$ cat src/rtl/alu_pkg.sv
// Shared definitions for the arbitrated ALU: opcodes, FSM states, flag bit positions.
// Latency: none (declarations only).
// Backpressure: not applicable.
package alu_pkg;

    // ALU opcodes
    localparam logic [2:0] OP_ADD = 3'b000;
    localparam logic [2:0] OP_SUB = 3'b001;
    localparam logic [2:0] OP_NOT = 3'b010;
    localparam logic [2:0] OP_AND = 3'b011;
    localparam logic [2:0] OP_OR  = 3'b100;
    localparam logic [2:0] OP_XOR = 3'b101;
    localparam logic [2:0] OP_SLT = 3'b110;
    localparam logic [2:0] OP_EQ  = 3'b111;

    // Control FSM encoding
    typedef enum logic [1:0] {
        ST_IDLE = 2'd0,
        ST_EXEC = 2'd1,
        ST_RESP = 2'd2
    } state_t;

    // Bit positions inside rsp_flags = {overflow, carry, zero}
    localparam int FLAG_Z  = 0;
    localparam int FLAG_C  = 1;
    localparam int FLAG_OV = 2;

endpackage

$ cat src/rtl/alu_core.sv
// Purely combinational ALU: op/a/b -> y plus overflow/carry/zero.
// Latency: 0 cycles (combinational).
// Backpressure: none; the caller registers the outputs when it is ready.
import alu_pkg::*;

module alu_core #(
    parameter int W = 4
) (
    input  logic [2:0]   op_i,
    input  logic [W-1:0] a_i,
    input  logic [W-1:0] b_i,
    output logic [W-1:0] y_o,
    output logic         overflow_o,
    output logic         carry_o,
    output logic         zero_o
);

    logic [W-1:0] b_eff;
    logic [W:0]   sum;

    // Shared adder: every opcode except add runs a + ~b + 1 so sub/slt reuse it
    always_comb begin
        b_eff = (op_i == OP_ADD) ? b_i : ~b_i;
        sum   = {1'b0, a_i} + {1'b0, b_eff} + {{W{1'b0}}, (op_i != OP_ADD)};
    end

    // Result select; flags other than zero only carry meaning for add/sub
    always_comb begin
        y_o        = '0;
        overflow_o = 1'b0;
        carry_o    = 1'b0;
        case (op_i)
            OP_ADD, OP_SUB: begin
                y_o        = sum[W-1:0];
                carry_o    = sum[W];
                // Overflow when both adder inputs share a sign the result does not
                overflow_o = (a_i[W-1] == b_eff[W-1]) && (sum[W-1] != a_i[W-1]);
            end
            OP_NOT:  y_o = ~a_i;
            OP_AND:  y_o = a_i & b_i;
            OP_OR:   y_o = a_i | b_i;
            OP_XOR:  y_o = a_i ^ b_i;
            OP_SLT:  y_o = {{(W-1){1'b0}}, sum[W-1]};
            OP_EQ:   y_o = {{(W-1){1'b0}}, (a_i == b_i)};
            default: y_o = '0;
        endcase
        zero_o = (y_o == '0);
    end

endmodule

$ cat src/rtl/alu_arbiter.sv
// Two-requester round-robin front end sharing one ALU, with a registered response.
// Latency: accept in cycle N -> rsp_valid in N+2; one operation in flight, accepts >= 3 cycles apart.
// Backpressure: the response holds stable until rsp_ready; requesters are only accepted in IDLE.
import alu_pkg::*;

module alu_arbiter #(
    parameter int W = 4
) (
    input  logic         clk,
    input  logic         rst_n,
    input  logic         req0_valid,
    input  logic         req1_valid,
    output logic         req0_ready,
    output logic         req1_ready,
    input  logic [2:0]   req0_op,
    input  logic [2:0]   req1_op,
    input  logic [W-1:0] req0_a,
    input  logic [W-1:0] req0_b,
    input  logic [W-1:0] req1_a,
    input  logic [W-1:0] req1_b,
    output logic         rsp_valid,
    input  logic         rsp_ready,
    output logic         rsp_id,
    output logic [W-1:0] rsp_y,
    output logic [2:0]   rsp_flags
);

    state_t       state_q;
    logic         last_q;       // requester granted most recently
    logic [2:0]   op_q;
    logic [W-1:0] a_q;
    logic [W-1:0] b_q;
    logic         id_q;
    logic         rsp_valid_q;
    logic         rsp_id_q;
    logic [W-1:0] rsp_y_q;
    logic [2:0]   rsp_flags_q;

    logic         grant0;
    logic         grant1;
    logic [2:0]   op_d;
    logic [W-1:0] a_d;
    logic [W-1:0] b_d;
    logic         id_d;

    logic [W-1:0] alu_y;
    logic         alu_ov;
    logic         alu_c;
    logic         alu_z;
    logic [2:0]   flags_d;

    // Round-robin grant: a lone requester wins, a tie goes to the one not granted last
    always_comb begin
        grant0 = 1'b0;
        grant1 = 1'b0;
        if (rst_n && (state_q == ST_IDLE)) begin
            if (req0_valid && (!req1_valid || last_q)) begin
                grant0 = 1'b1;
            end else if (req1_valid) begin
                grant1 = 1'b1;
            end
        end
    end

    assign req0_ready = grant0;
    assign req1_ready = grant1;

    // Operand mux for the winning requester
    always_comb begin
        op_d = grant1 ? req1_op : req0_op;
        a_d  = grant1 ? req1_a  : req0_a;
        b_d  = grant1 ? req1_b  : req0_b;
        id_d = grant1;
    end

    // ALU sees only the captured operands, never the live request buses
    alu_core #(
        .W (W)
    ) u_alu_core (
        .op_i       (op_q),
        .a_i        (a_q),
        .b_i        (b_q),
        .y_o        (alu_y),
        .overflow_o (alu_ov),
        .carry_o    (alu_c),
        .zero_o     (alu_z)
    );

    // Pack ALU flags into the response layout
    always_comb begin
        flags_d          = '0;
        flags_d[FLAG_OV] = alu_ov;
        flags_d[FLAG_C]  = alu_c;
        flags_d[FLAG_Z]  = alu_z;
    end

    // Control FSM with registered capture and response outputs
    always_ff @(posedge clk) begin
        if (!rst_n) begin
            state_q     <= ST_IDLE;
            last_q      <= 1'b1;
            op_q        <= '0;
            a_q         <= '0;
            b_q         <= '0;
            id_q        <= 1'b0;
            rsp_valid_q <= 1'b0;
            rsp_id_q    <= 1'b0;
            rsp_y_q     <= '0;
            rsp_flags_q <= '0;
        end else begin
            case (state_q)
                ST_IDLE: begin
                    if (grant0 || grant1) begin
                        op_q    <= op_d;
                        a_q     <= a_d;
                        b_q     <= b_d;
                        id_q    <= id_d;
                        last_q  <= id_d;
                        state_q <= ST_EXEC;
                    end
                end
                ST_EXEC: begin
                    rsp_y_q     <= alu_y;
                    rsp_flags_q <= flags_d;
                    rsp_id_q    <= id_q;
                    rsp_valid_q <= 1'b1;
                    state_q     <= ST_RESP;
                end
                ST_RESP: begin
                    if (rsp_ready) begin
                        rsp_valid_q <= 1'b0;
                        state_q     <= ST_IDLE;
                    end
                end
                default: begin
                    state_q <= ST_IDLE;
                end
            endcase
        end
    end

    assign rsp_valid = rsp_valid_q;
    assign rsp_id    = rsp_id_q;
    assign rsp_y     = rsp_y_q;
    assign rsp_flags = rsp_flags_q;

endmodule

$ cat config.mk
export PLATFORM = sky130hd
export DESIGN_NAME = alu_arbiter
export DESIGN_NICKNAME = d
export VERILOG_FILES = /design/src/rtl/alu_pkg.sv /design/src/rtl/alu_core.sv /design/src/rtl/alu_arbiter.sv
export SDC_FILE = /design/constraint.sdc
export NUM_CORES = 1
export LEC_CHECK = 0
export ABC_AREA = 1
export BUFFER_PORTS_ARGS = -buffer_cell sky130_fd_sc_hd__buf_2
export CAP_MARGIN = 40
export CORE_MARGIN = 2
export CORE_UTILIZATION = 53
export DETAILED_ROUTE_END_ITERATION = 16
export PLACE_DENSITY = 0.81
export RECOVER_POWER = 50
export SYNTH_ARGS = -nofsm -noshare
export SYNTH_HDL_FRONTEND = slang
export SYNTH_SLANG_ARGS = --single-unit
$ cat constraint.sdc
create_clock -name clk -period 2.44 [get_ports clk]
set_input_delay 0.488 -clock clk [delete_from_list [all_inputs] [get_ports clk]]
set_output_delay 0.488 -clock clk [all_outputs]
set_load 0.05 [all_outputs]
==> key figures <==
STA
  – Post-layout min period: 2230 ps
  – Slew @ Worst Pin: 704 ps
  – RSZ-0062 raised after global routing: no
  – Slew margin rel.: 52.9%
  – Final setup violation count: 0
  – Post-Route Setup TNS: 0 ps
  – Fmax: 449 MHz
  – Crit share post-route: 91.3%
  – Skew final: 1.49 ps
  – Endpoints failing hold: 0
  – PnR worst setup slack: 212 ps
  – Pins Over Slew Limit: 0

Synth
  – Largest area contributor in the netlist: dfxtp_1
  – Mean area per synthesized cell: 6.91 µm²
  – Yosys top cell area share: 31.2%
  – Post-synthesis simple-gate area fraction: 32.9%
  – Synth unique cells: 27
  – Compound-Gate Fraction of Synth Area: 10.7%
  – Fraction of registers with async set/reset: 0%
  – Post-Synthesis Cell Area: 1540 µm²
  – Mapped Nets: 262
  – Flops & latches, synth: 24
  – Number of synthesized flops with an enable pin: 0
  – Seq/Total Area, Yosys: 31.2%
  – Count leader, synth: nand2_1
  – Ys flop type: dfxtp_1
  – Multiplexer area fraction after synthesis: 0%
  – XOR/XNOR share of the synthesized area: 1.71%
  – Top cells by area, synth: dfxtp_1 31%, nand2_1 14%, ha_1 8.9%
  – Post-Synth Adder-Cell Area: 10.2%
  – Post-synth top cells: 57 x nand2_1, 32 x inv_1, 24 x dfxtp_1, 24 x nor2_1, 15 x nand3_1
  – Largest family of logic cells by synthesized area: simple AND/OR/NAND/NOR gates
  – Synth warnings: 0
  – Cell count after synthesis: 223

Floorplan
  – Die height: 57.9 µm
  – Row Count: 19
  – Die ar.: 3350 µm²
  – DIE WIDTH: 57.9 µm
  – Io pins: 38
  – Core ar.: 2760 µm²
  – Initial Utilization: 55.9%

Route
  – DR vias/cell: 5.10
  – Vias: 1488
  – Final WL: 3280 µm
  – Routed Antenna Nets: 0
  – Post-route DRC: 0
  – DR WL/cell: 11.2 µm
  – DR iter-0 viols: 43
  – Drt pass-1 iters: 4

Placed design
  – Placed inst area: 1730 µm²
  – Dpl hpwl: 2630 µm
  – Routability Congestion: 0.854
  – IO buf count: 37
  – Worst slack, placed: 180 ps

Worst hold path
  – Hold Path Class: in2reg
  – Hold depth: 2
  – Hold_sp: rsp_ready
  – End of the worst hold path: rsp_valid$_SDFFE_PN0P_

Global routing
  – Vias in the first global route: 1330
  – Antenna violations before repair: 0
  – Largest net degree at the start of global routing: 20
  – Tot GR Track Use: 21.8%
  – First-pass GRT wire length: 5730 µm
  – Total grt overflow: 0

Setup path
  – Worst setup SP type: register
  – R2R Path End: rsp_y[0]$_SDFFE_PN0P_
  – Reg2reg start: op_q[0]$_SDFFE_PN0P_
  – Type of the worst setup path: reg2out
  – Slowest cell on crit path: nor2_1
  – Worst-path fanout max: 9
  – WP data arrival: 1740 ps
  – Critical Path Max Stage Delay: 410 ps
  – R2R cell count: 14
  – CP Cell Sequence: nor3_2, nand2_1, nor2_1, buf_2
  – CP endpoint kind: output port
  – CP required: 1950 ps
  – R2r setup slk: 270 ps

Finish
  – Share of layout cells above drive strength 1: 16.5%
  – Diode count: 0
  – Area Overhead vs Synth: 14.7%
  – Final instance area: 1770 µm²
  – Fillers: 271
  – Layout Nets: 301

CTS
  – Maximum clock path buffer count: 2
  – Clock Sinks: 24
  – CTS Buf Count: 3
  – CTS tree: done
  – Htree depth: 1
  – Post CTS Setup Buffer Count: 0
  – Clock transition at path regs: 130 ps
  – Root Driver: clkbuf_4
  – Clock Latency Late Sink: 330 ps

Pwr
  – Pwr Total: 0.00112 W
  – Worst ir drop on vdd: 0.538 mV
  – Power density over cell area: 631 nW/µm²
  – Leak: 0.846 nW

Outcome
  – Outcome: finished, final reports clean

Job
  – Maxcap violations: 0
routing by layer:
layer | global-route usage [%] | wire length, µm | vias to the layer above
li1 | - | - | 795
met1 | 29.1 | 1620 | 653
met2 | 36.2 | 1480 | 35
met3 | 3.35 | 132 | 5
met4 | 6.98 | 44 | 0
met5 | 0 | 0 | -
sequential cells by signal, summed over array words and instances (netlist names):
| name | count |
|---|---|
| op_q | 3 |
| state_q | 2 |
| rsp_flags | 3 |
| last_q | 1 |
| rsp_y | 4 |
| rsp_valid | 1 |
| rsp_id | 1 |
| id_q | 1 |
| a_q | 4 |
| b_q | 4 |
kinds of logic (layout without fill, tap and decap cells):
group	count (synthesis)	count (layout)
AND/OR/NAND/NOR	115	115
AO/OA/AOI/OAI	28	28
XOR/XNOR	3	3
adder cells (fa/ha/maj)	12	12
buffers and inverters	41	79
flip-flops	24	24
how the worst max path moves through the flow:
stage	depth (start not counted)	endpoint	start
6_report	4	req1_ready	state_q[1]$_SDFFE_PN0P_
5_1_grt	14	rsp_y[0]$_SDFFE_PN0P_	op_q[0]$_SDFFE_PN0P_
4_1_cts	12	rsp_flags[0]$_SDFFE_PN0P_	op_q[0]$_SDFFE_PN0P_
3_5_place_dp	12	rsp_flags[0]$_SDFFE_PN0P_	op_q[0]$_SDFFE_PN0P_
3_3_place_gp	12	rsp_flags[0]$_SDFFE_PN0P_	op_q[0]$_SDFFE_PN0P_
2_1_floorplan	12	rsp_flags[0]$_SDFFE_PN0P_	op_q[2]$_SDFFE_PN0P_
power breakdown:
group / switching (W) / internal (W)
combinational: 0.000243 / 0.000126
clock: 0.000125 / 0.000166
sequential: 0.0000277 / 0.000427
area by class of cell:
type	count	area, µm²	area share, %
clock buffer	3	22.5	1.27
clock inverter	1	30.0	1.70
inverter	32	120	6.80
multi-input combinational	158	858	48.6
sequential	24	482	27.3
tap	31	38.8	2.20
timing repair buffer	43	215	12.2
cells in the final DEF, fill, tap and decap left out, drive strengths merged:
cell and count:
nand2 57, buf 33, inv 32, nor2 26, dfxtp 24, nand3 16
clkbuf 13, a31oi 11, ha 11, o21ai 8, nor3 7, a21oi 6
nand4 4, xor2 3, nand3b 3, or2 2, a311oi 1, o211ai 1
o211a 1, fa 1, bufinv 1
repair_timing:
item,in CTS,in global routing
hold buffers,0,0
setup endpoints to repair,0,2
resized for setup,0,2
endpoints found under the hold margin,0,0
worst max-delay path, delay by kind of cell, from the launching register on:
family / cells / cell delay, ps
buf+inv: 1 / 360
flops: 1 / 360
simple gates: 3 / 700
metrics by stage:
| step | std cells | hold WS (ps) | util (%) |
|---|---|---|---|
| floorplan | 223 | 438 | - |
| global placement | 288 | 453 | 62.6 |
| detailed placement | 288 | 453 | 62.6 |
| CTS | 292 | 359 | 64.5 |
| global route | 292 | 364 | 64.1 |
| finish | 292 | 360 | 64.1 |
Note: power is estimated with default switching activity, not from simulation.
